File: config.mk
export PLATFORM = sky130hd
export DESIGN_NAME = fir_mac_scheduler
export DESIGN_NICKNAME = d
export VERILOG_FILES = /design/src/rtl/fir_mac_scheduler.sv
export SDC_FILE = /design/constraint.sdc
export NUM_CORES = 1
export LEC_CHECK = 0
export CAP_MARGIN = 10
export CORE_MARGIN = 2
export CORE_UTILIZATION = 50
export DETAILED_ROUTE_END_ITERATION = 8
export PLACE_DENSITY = 0.65
export SETUP_SLACK_MARGIN = 0.15
export SLEW_MARGIN = 20
export SYNTH_ARGS = -nofsm -noshare
export SYNTH_HDL_FRONTEND = slang
export SYNTH_SLANG_ARGS = --single-unit
export TNS_END_PERCENT = 30
File: constraint.sdc
create_clock -name clk_i -period 19.3 [get_ports clk_i]
set_clock_uncertainty 0.1 [all_clocks]
set_input_delay 1.93 -clock clk_i [delete_from_list [all_inputs] [get_ports clk_i]]
set_output_delay 1.93 -clock clk_i [all_outputs]
set_load 0.05 [all_outputs]
File: src/rtl/fir_mac_scheduler.sv
`default_nettype none
// ============================================================================
//  Module   : fir_mac_scheduler
//  Function : Time-multiplexed FIR controller. One shared multiply-accumulate
//             walks all taps, one per clock, for each accepted sample.
//  Revision : 1.0 - initial release
// ============================================================================
module fir_mac_scheduler #(
    parameter int WORD_IN = 8,
    parameter int COEF_W  = 8,
    parameter int TAPS    = 16,
    parameter int ACC_W   = WORD_IN + COEF_W + $clog2(TAPS)
) (
    input  logic                     clk_i,
    input  logic                     rst_ni,
    input  logic                     in_valid_i,
    output logic                     in_ready_o,
    input  logic [WORD_IN-1:0]       data_in_i,
    input  logic                     coef_we_i,
    input  logic [$clog2(TAPS)-1:0]  coef_addr_i,
    input  logic [COEF_W-1:0]        coef_data_i,
    output logic [ACC_W-1:0]         data_out_o,
    output logic                     out_valid_o,
    output logic                     busy_o
);

    localparam int AW = $clog2(TAPS);
    localparam int PW = WORD_IN + COEF_W;

    typedef enum logic [1:0] {
        S_IDLE = 2'd0,
        S_MAC  = 2'd1,
        S_DONE = 2'd2
    } state_t;

    state_t             state_q, state_d;
    logic [AW-1:0]      k_q, k_d;
    logic [AW-1:0]      wr_ptr_q, wr_ptr_d;
    logic [ACC_W-1:0]   acc_q, acc_d;
    logic [ACC_W-1:0]   data_out_q, data_out_d;
    logic               out_valid_q, out_valid_d;
    logic [WORD_IN-1:0] hist_q [TAPS];
    logic [COEF_W-1:0]  coef_q [TAPS];

    logic               hist_we;
    logic               coef_wr;
    logic [AW-1:0]      rd_idx;
    logic [PW-1:0]      prod;

    // Newest sample sits at wr_ptr; tap k reads k samples back, wrapping.
    assign rd_idx = wr_ptr_q - k_q;
    assign prod   = PW'(coef_q[k_q]) * PW'(hist_q[rd_idx]);

    always_comb begin
        state_d     = state_q;
        k_d         = k_q;
        wr_ptr_d    = wr_ptr_q;
        acc_d       = acc_q;
        data_out_d  = data_out_q;
        out_valid_d = 1'b0;
        hist_we     = 1'b0;
        coef_wr     = 1'b0;
        case (state_q)
            S_IDLE: begin
                coef_wr = coef_we_i;
                if (in_valid_i) begin
                    hist_we = 1'b1;
                    acc_d   = '0;
                    k_d     = '0;
                    state_d = S_MAC;
                end
            end
            S_MAC: begin
                acc_d = acc_q + ACC_W'(prod);
                k_d   = k_q + AW'(1);
                if (k_q == AW'(TAPS - 1)) begin
                    state_d = S_DONE;
                end
            end
            S_DONE: begin
                data_out_d  = acc_q;
                out_valid_d = 1'b1;
                wr_ptr_d    = wr_ptr_q + AW'(1);
                state_d     = S_IDLE;
            end
            default: state_d = S_IDLE;
        endcase
    end

    always_ff @(posedge clk_i or negedge rst_ni) begin
        if (!rst_ni) begin
            state_q     <= S_IDLE;
            k_q         <= '0;
            wr_ptr_q    <= '0;
            acc_q       <= '0;
            data_out_q  <= '0;
            out_valid_q <= 1'b0;
            for (int i = 0; i < TAPS; i++) begin
                hist_q[i] <= '0;
                coef_q[i] <= '0;
            end
        end else begin
            state_q     <= state_d;
            k_q         <= k_d;
            wr_ptr_q    <= wr_ptr_d;
            acc_q       <= acc_d;
            data_out_q  <= data_out_d;
            out_valid_q <= out_valid_d;
            if (hist_we) begin
                hist_q[wr_ptr_q] <= data_in_i;
            end
            if (coef_wr) begin
                coef_q[coef_addr_i] <= coef_data_i;
            end
        end
    end

    assign in_ready_o  = (state_q == S_IDLE);
    assign busy_o      = (state_q != S_IDLE);
    assign data_out_o  = data_out_q;
    assign out_valid_o = out_valid_q;

endmodule
`default_nettype wire

==> results by group, run 1 <==
Power and ir drop
  • Peak supply drop: 0.0001470 V
  • Share of total power in the clock network: 19.9%
  • Switching Share: 41.35%
  • Gate power share: 53.6%
  • Static Leakage: 9.036 nW
  • Internal: 1.910 mW
  • PD cells: 173.5 nW/um^2
  • Sw power: 1.347 mW
  • Flop pwr share: 26.5%

Logic synthesis
  • EDFF count, synth: 0
  • Ys flop type: dfrtp_1
  • Synth Register Bits: 307
  • Synthesized net count: 1397
  • Synth cell types: 67
  • Synth area leader: dfrtp_1
  • Syn avg cell area: 13.20 um^2
  • Synth Warn #: 0
  • Share of the yosys chip area belonging to registers: 45.73%
  • Syn Inst Count: 1273
  • Async set or reset register ratio after synthesis: 100.0%
  • Largest cells by area after synthesis: dfrtp_1 (46%), mux2_2 (17%), mux4_2 (8.2%)
  • Cell area after synthesis: 16800 um^2
  • Yosys top cell area share: 45.73%

Floorplanning
  • Die outline width: 187.3 um
  • I/O pins: 47
  • Initial Util: 50.48%
  • Std-Cell Rows: 67
  • Die ar.: 35080 um^2
  • Core area: 33280 um^2
  • Die Ht: 187.3 um

Placed design
  • PortBufs: 46
  • Placed wire-length estimate: 24600 um
  • Pre-CTS WS: 11680 ps
  • Post-placement cell count: 1725
  • Final GP Congestion: 0.8351

Global route
  • All-Layer GR Usage: 21.13%
  • Vias in the first global route: 10548
  • First-pass GRT wire length: 58940 um
  • Grt total ovfl: 0
  • Largest net degree at the start of global routing: 83
  • Initial antenna violation count: 1

Critical path
  • Worst Setup EP: acc_q[17]
  • R2R depth: 22
  • Crit Path Class: register to register
  • Internal reg-to-reg setup slack: 11660 ps
  • Worst setup path start: k_q[0]
  • Worst-path fanout max: 37
  • FF-to-FF End: acc_q[17]
  • Worst EP arrival: 7920 ps
  • CP peak stage delay: 570 ps
  • Startpoint type of the worst setup path: register
  • CP dominant cell by count: fa_1
  • Slowest CP cell: a2111oi_4
  • Worst-path cell chain: buf_4 -> ha_2 -> inv_1 -> fa_1 -> buf_4 -> mux4_2 -> nor2b_1 -> a2111oi_4 -> or3b_1 -> fa_1 -> fa_1 -> inv_1 -> fa_1 -> inv_1 -> fa_1 -> inv_1 -> ha_1 -> a21oi_1 -> nor2b_1 -> nor4_1 -> nor2_1 -> o311ai_0
  • Worst setup EP type: register
  • Required time of the critical path: 19580 ps
  • R2r startpoint: k_q[0]

STA
  • Hold Violations, Final: 0
  • Hold_ws: 374.6 ps
  • Slew headroom: 34.32%
  • F_max: 130.8 MHz
  • Final worst path period share: 39.60%
  • Setup TNS: 0 ps
  • Slew @ Worst Pin: 981.5 ps
  • RSZ-0062 raised after global routing: false
  • Setup WS post-layout: 11660 ps
  • Final setup violation count: 0
  • Fin. max-slew vios: 0
  • Minimum clock period: 7644 ps

CTS
  • Total CTS buffers: 35
  • CTS root buffer: clkbuf_16
  • Post-CTS Setup Bufs: 0
  • Bufs on Longest Clock Path: 3
  • Number of H-tree levels: 2
  • Hold buffer count at cts: 0
  • CTS tree: built
  • Sink Count: 307
  • Skew-Pair Late Insertion Delay: 510 ps
  • Number of gates resized after cts: 0
  • Clock transition at path regs: 60 ps

Drt
  • Routed Antenna Nets: 0
  • Vias: 10200
  • DR iter-0 viols: 678
  • Drt total wl: 35940 um
  • Remaining DRCs: 0
  • DR WL/cell: 20.12 um
  • TritonRoute pass-1 iters: 5
  • Vias per cell: 5.711

Final layout
  • Final Util: 56.41%
  • Layout cell share with drive strength beyond 1: 30.87%
  • # nets final: 1439
  • Antenna cells: 0
  • Most frequent cells in the layout: dfrtp_1 (306), mux2_2 (254), inv_1 (112)
  • Layout area overhead: 11.74%
  • Layout Cells excl Fill: 1786
  • Commonest non-fill, non-tap cell in the layout: dfrtp_1

Job
  • Max cap viols: 0

Hold path
  • HP Class: register to register

Run status
  • Run status: finished clean
## cells in the mapped netlist, types with 6 or more instances
| library cell | count |
|---|---|
| nor3b_1 | 9 |
| and3_1 | 10 |
| buf_2 | 11 |
| a21oi_1 | 12 |
| mux4_1 | 8 |
| nand3b_1 | 7 |
| nor2b_1 | 11 |
| nor3_1 | 12 |
| ha_1 | 49 |
| and3b_1 | 8 |
| fa_1 | 51 |
| o21ai_1 | 7 |
| o21ai_0 | 33 |
| mux4_2 | 61 |
| nor2_1 | 16 |
| mux2i_1 | 10 |
| or3b_1 | 8 |
| inv_1 | 112 |
| clkbuf_1 | 30 |
| mux2_2 | 254 |
| nand3_1 | 39 |
| dfrtp_1 | 307 |
| nand2_1 | 96 |
| nand4_1 | 6 |
| xnor2_1 | 9 |
## power by group through the flow
stage / clock network (mW) / registers (mW) / logic, mW
after floorplan: 0 / 0.886 / 1.34
after CTS: 0.664 / 0.863 / 1.77
after global placement: 0 / 0.867 / 1.73
after detailed placement: 0 / 0.874 / 1.76
after global routing: 0.692 / 0.879 / 1.96
final: 0.649 / 0.863 / 1.75
## cell type report
| class | instances | area, um^2 |
|---|---|---|
| Clock buffer | 51 | 1026 |
| Clock inverter | 9 | 101.3 |
| Fill cell | 2752 | 14510 |
| Inverter | 113 | 424.2 |
| Multi-Input combinational cell | 799 | 8391 |
| Sequential cell | 307 | 7684 |
| Tap cell | 448 | 560.5 |
| Timing Repair Buffer | 59 | 586.8 |
## sequential cells by signal, indices dropped and copies added (netlist names)
register / count
coef_q: 128
acc_q: 20
out_valid_o: 1
hist_q: 128
wr_ptr_q: 4
state_q: 2
k_q: 4
data_out_o: 20
## stage by stage
step                instance area, um^2  total power, mW
floorplan                         16800            2.223
global placement                  17610            2.597
detailed placement                17610            2.632
CTS                               18740            3.293
global route                      18770            3.530
finish                            18770            3.257
## metal layers
layer  vias to the layer above  GRT usage [%]  wire length (um)
li1                       4639              -                 -
met1                      5358          29.25             16150
met2                       148          35.10             17820
met3                        53          3.077              1220
met4                         2          5.769               737
met5                         -              0                 9
## critical path, delay by kind of cell, from the launching register on
| kind | cells | cell delay (ps) |
|---|---|---|
| simple gates | 5 | 1150 |
| fa+ha+maj | 7 | 3140 |
| buf+inv | 6 | 1160 |
| compound gates | 3 | 1190 |
| flops | 1 | 330 |
| mux | 1 | 380 |
## logic make-up after synthesis
group	synth area share (%)
flops	45.73
xor+xnor	0.6777
mux	27.18
buf+inv	4.387
compound gates	4.059
simple gates	8.237
fa+ha+maj	9.727
## worst min path at each step
stage / startpoint / depth (start not counted) / to / slack (ps)
2_1_floorplan: acc_q[13] / 2 / acc_q[13] / 350
3_3_place_gp: data_out_o[16] / 2 / data_out_o[16] / 360
3_5_place_dp: acc_q[13] / 2 / acc_q[13] / 370
4_1_cts: acc_q[13] / 2 / acc_q[13] / 380
5_1_grt: data_out_o[19] / 2 / data_out_o[19] / 400
6_report: data_out_o[7] / 2 / data_out_o[7] / 370
No activity file was read; power rests on OpenSTA's default activity.
==> run 2: changes to the inputs <==
--- a/config.mk
+++ b/config.mk
@@ -9,7 +9,7 @@
 export CORE_MARGIN = 2
 export CORE_UTILIZATION = 50
 export DETAILED_ROUTE_END_ITERATION = 8
-export PLACE_DENSITY = 0.65
+export PLACE_DENSITY = 0.67
 export SETUP_SLACK_MARGIN = 0.15
 export SLEW_MARGIN = 20
 export SYNTH_ARGS = -nofsm -noshare
==> constraint.sdc (replaced) <==
create_clock -name clk_i -period 6.3 [get_ports clk_i]
set_clock_uncertainty 0.1 [all_clocks]
set_input_delay 0.63 -clock clk_i [delete_from_list [all_inputs] [get_ports clk_i]]
set_output_delay 0.63 -clock clk_i [all_outputs]
set_load 0.05 [all_outputs]
==> results by group, run 2 (synthesized netlist as in run 1, its figures left out) <==
Run status
  • Run status: finished clean (unchanged)

Global route
  • Grt total ovfl: 0 (unchanged)
  • First-pass GRT wire length: 61030 um (was 58940 um)
  • All-Layer GR Usage: 21.85% (was 21.13%)
  • Initial antenna violation count: 0 (was 1)
  • Largest net degree at the start of global routing: 168 (was 83)
  • Vias in the first global route: 11050 (was 10548)

CTS
  • Clock transition at path regs: 60 ps (about the same)
  • Bufs on Longest Clock Path: 3 (unchanged)
  • Total CTS buffers: 36 (was 35)
  • CTS root buffer: clkbuf_16 (unchanged)
  • Sink Count: 307 (unchanged)
  • Skew-Pair Late Insertion Delay: 530 ps (was 510 ps)
  • CTS tree: built (unchanged)
  • Number of H-tree levels: 2 (unchanged)

Placed design
  • Final GP Congestion: 0.8333 (was 0.8351)
  • Post-placement cell count: 1791 (was 1725)
  • PortBufs: 46 (unchanged)
  • Placed wire-length estimate: 25470 um (was 24600 um)
  • Post-DP Area: 18290 um^2 (was 17610 um^2)

Power and ir drop
  • Switching Share: 39.56% (was 41.35%)
  • Share of total power in the clock network: 17.5% (was 19.9%)
  • Sw power: 4.876 mW (was 1.347 mW)
  • Design Power: 12.33 mW (was 3.257 mW)
  • Flop pwr share: 21.3% (was 26.5%)
  • Internal: 7.451 mW (was 1.910 mW)
  • Gate power share: 61.2% (was 53.6%)
  • PD cells: 611.3 nW/um^2 (was 173.5 nW/um^2)
  • Peak supply drop: 0.0005920 V (was 0.0001470 V)
  • Static Leakage: 9.637 nW (was 9.036 nW)

Final layout
  • Layout Cells excl Fill: 1885 (was 1786)
  • Final instance area: 20160 um^2 (was 18770 um^2)
  • Top flop regs: coef_q x128, hist_q x128 (unchanged)
  • FF+latch area: 7684 um^2 (unchanged)
  • Layout cell share with drive strength beyond 1: 40.15% (was 30.87%)
  • Layout area overhead: 20.02% (was 11.74%)
  • Fill cells: 2589 (was 2752)
  • # nets final: 1533 (was 1439)
  • Commonest non-fill, non-tap cell in the layout: dfrtp_1 (unchanged)
  • Most frequent cells in the layout: dfrtp_1 (306), mux2_2 (254), inv_1 (104) (was dfrtp_1 (306), mux2_2 (254), inv_1 (112))
  • Antenna cells: 0 (unchanged)
  • Footprint of the multi-input gates: 8846 um^2 (was 8391 um^2)

STA
  • RSZ-0062 raised after global routing: true (was false)
  • Hold_ws: 52.72 ps (was 374.6 ps)
  • Slew headroom: 39.06% (was 34.32%)
  • Final setup violation count: 0 (unchanged)
  • Fin. max-slew vios: 0 (unchanged)
  • Setup TNS: 0 ps (unchanged)
  • Final worst path period share: 97.93% (was 39.60%)
  • F_max: 162.1 MHz (was 130.8 MHz)
  • Hold Violations, Final: 0 (unchanged)
  • Minimum clock period: 6169 ps (was 7644 ps)
  • Slew @ Worst Pin: 914.0 ps (was 981.5 ps)

Drt
  • TritonRoute pass-1 iters: 5 (unchanged)
  • DR WL/cell: 19.64 um (was 20.12 um)
  • DR iter-0 viols: 644 (was 678)
  • Remaining DRCs: 0 (unchanged)
  • Vias per cell: 5.639 (was 5.711)
  • Routed Antenna Nets: 0 (unchanged)
  • Drt total wl: 37030 um (was 35940 um)
  • Vias: 10630 (was 10200)

Job
  • Max cap viols: 0 (unchanged)

Critical path
  • Startpoint type of the worst setup path: register (unchanged)
  • Worst setup path start: wr_ptr_q[0] (was k_q[0])
  • R2r startpoint: wr_ptr_q[0] (was k_q[0])
  • Worst-path fanout max: 7 (was 37)
  • Crit Path Class: register to register (unchanged)
  • Required time of the critical path: 6600 ps (was 19580 ps)
  • Worst EP arrival: 6470 ps (was 7920 ps)
  • Worst setup EP type: register (unchanged)

Floorplanning
  • Core area: 33280 um^2 (unchanged)
  • Die ar.: 35080 um^2 (unchanged)
  • Die outline width: 187.3 um (unchanged)
  • Initial Util: 50.48% (unchanged)
  • Std-Cell Rows: 67 (unchanged)
  • Die Ht: 187.3 um (unchanged)
  • I/O pins: 47 (unchanged)

Hold path
  • HP Class: input port to async pin (was register to register)
==> run 2: changes by cell type in the layout (fill, tap and decap cells not counted), moves of 7 or more <==
cell	change
inv_2	+8
buf_6	+8
nand3_1	-8
ha_1	-7
buf_12	+7
inv_1	-8
buf_4	+77
==> run 2: through the flow <==
stage	worst slack (ps)	util [%]
2_1_floorplan	164.9	-
3_3_place_gp	-24.72	54.95
3_5_place_dp	-173.9	54.95
4_1_cts	90.13	59.88
5_1_grt	-96.82	60.59
6_report	130.7	60.59
==> run 2: critical path, stage by stage, from the launching register on <==
cell       delay, ps
dfrtp_1          380
inv_2             80
ha_4             130
inv_2             30
fa_2             550
buf_12           160
buf_8            140
mux4_2           250
a2111oi_4         80
buf_4            180
buf_4            130
buf_4            130
or3b_4           370
fa_1             500
inv_1             50
fa_1             440
inv_2             70
fa_2             430
fa_1             510
inv_2             50
ha_4             270
o21ai_2           50
o21bai_2         220
buf_4            170
o21ai_4           60
o31a_1           240
a311o_1          270
==> run 2: power groups by stage <==
stage | combinational (mW) | sequential, mW | clock [mW]
after detailed placement | 6.46 | 2.65 | 0
after global placement | 6.35 | 2.63 | 0
after floorplan | 4.30 | 2.72 | 0
after global routing | 8.27 | 2.67 | 2.29
after CTS | 7.09 | 2.63 | 2.21
final | 7.54 | 2.62 | 2.16
==> run 2: final cells by class <==
type	instances	share of cell area, %
multi-input cells	799	43.87
clock inverters	20	1.142
flip-flops and latches	307	38.11
well taps	448	2.780
repair buffers	152	6.981
inverters	113	2.104
clock buffers	46	5.014
==> run 2: final timing paths <==
check                                       to  cells past startpoint  slack (ps)
worst min-delay path                hist_q[48]                      1          50
worst max register to register       acc_q[15]                     26         130
max in group asynchronous            acc_q[14]                      2        4670
min in group clk_i              data_out_o[19]                      2         370
worst min register to register  data_out_o[19]                      2         370
worst max-delay path                 acc_q[15]                     26         130
==> run 2: layer usage <==
metal | wire length (um) | track usage (%) | up-vias
met3 | 1241 | 2.852 | 61
met2 | 18580 | 36.86 | 169
met4 | 782 | 5.525 | 0
met1 | 16420 | 30.17 | 5578
li1 | - | - | 4822
met5 | 0 | 0 | -
==> run 2: what timing repair did <==
item,4_1_cts,5_1_grt
hold buffers,0,0
pin swaps,34,23
setup buffers,21,6
gates resized for setup,49,41
endpoints found under the setup margin,11,12
cloned,0,1
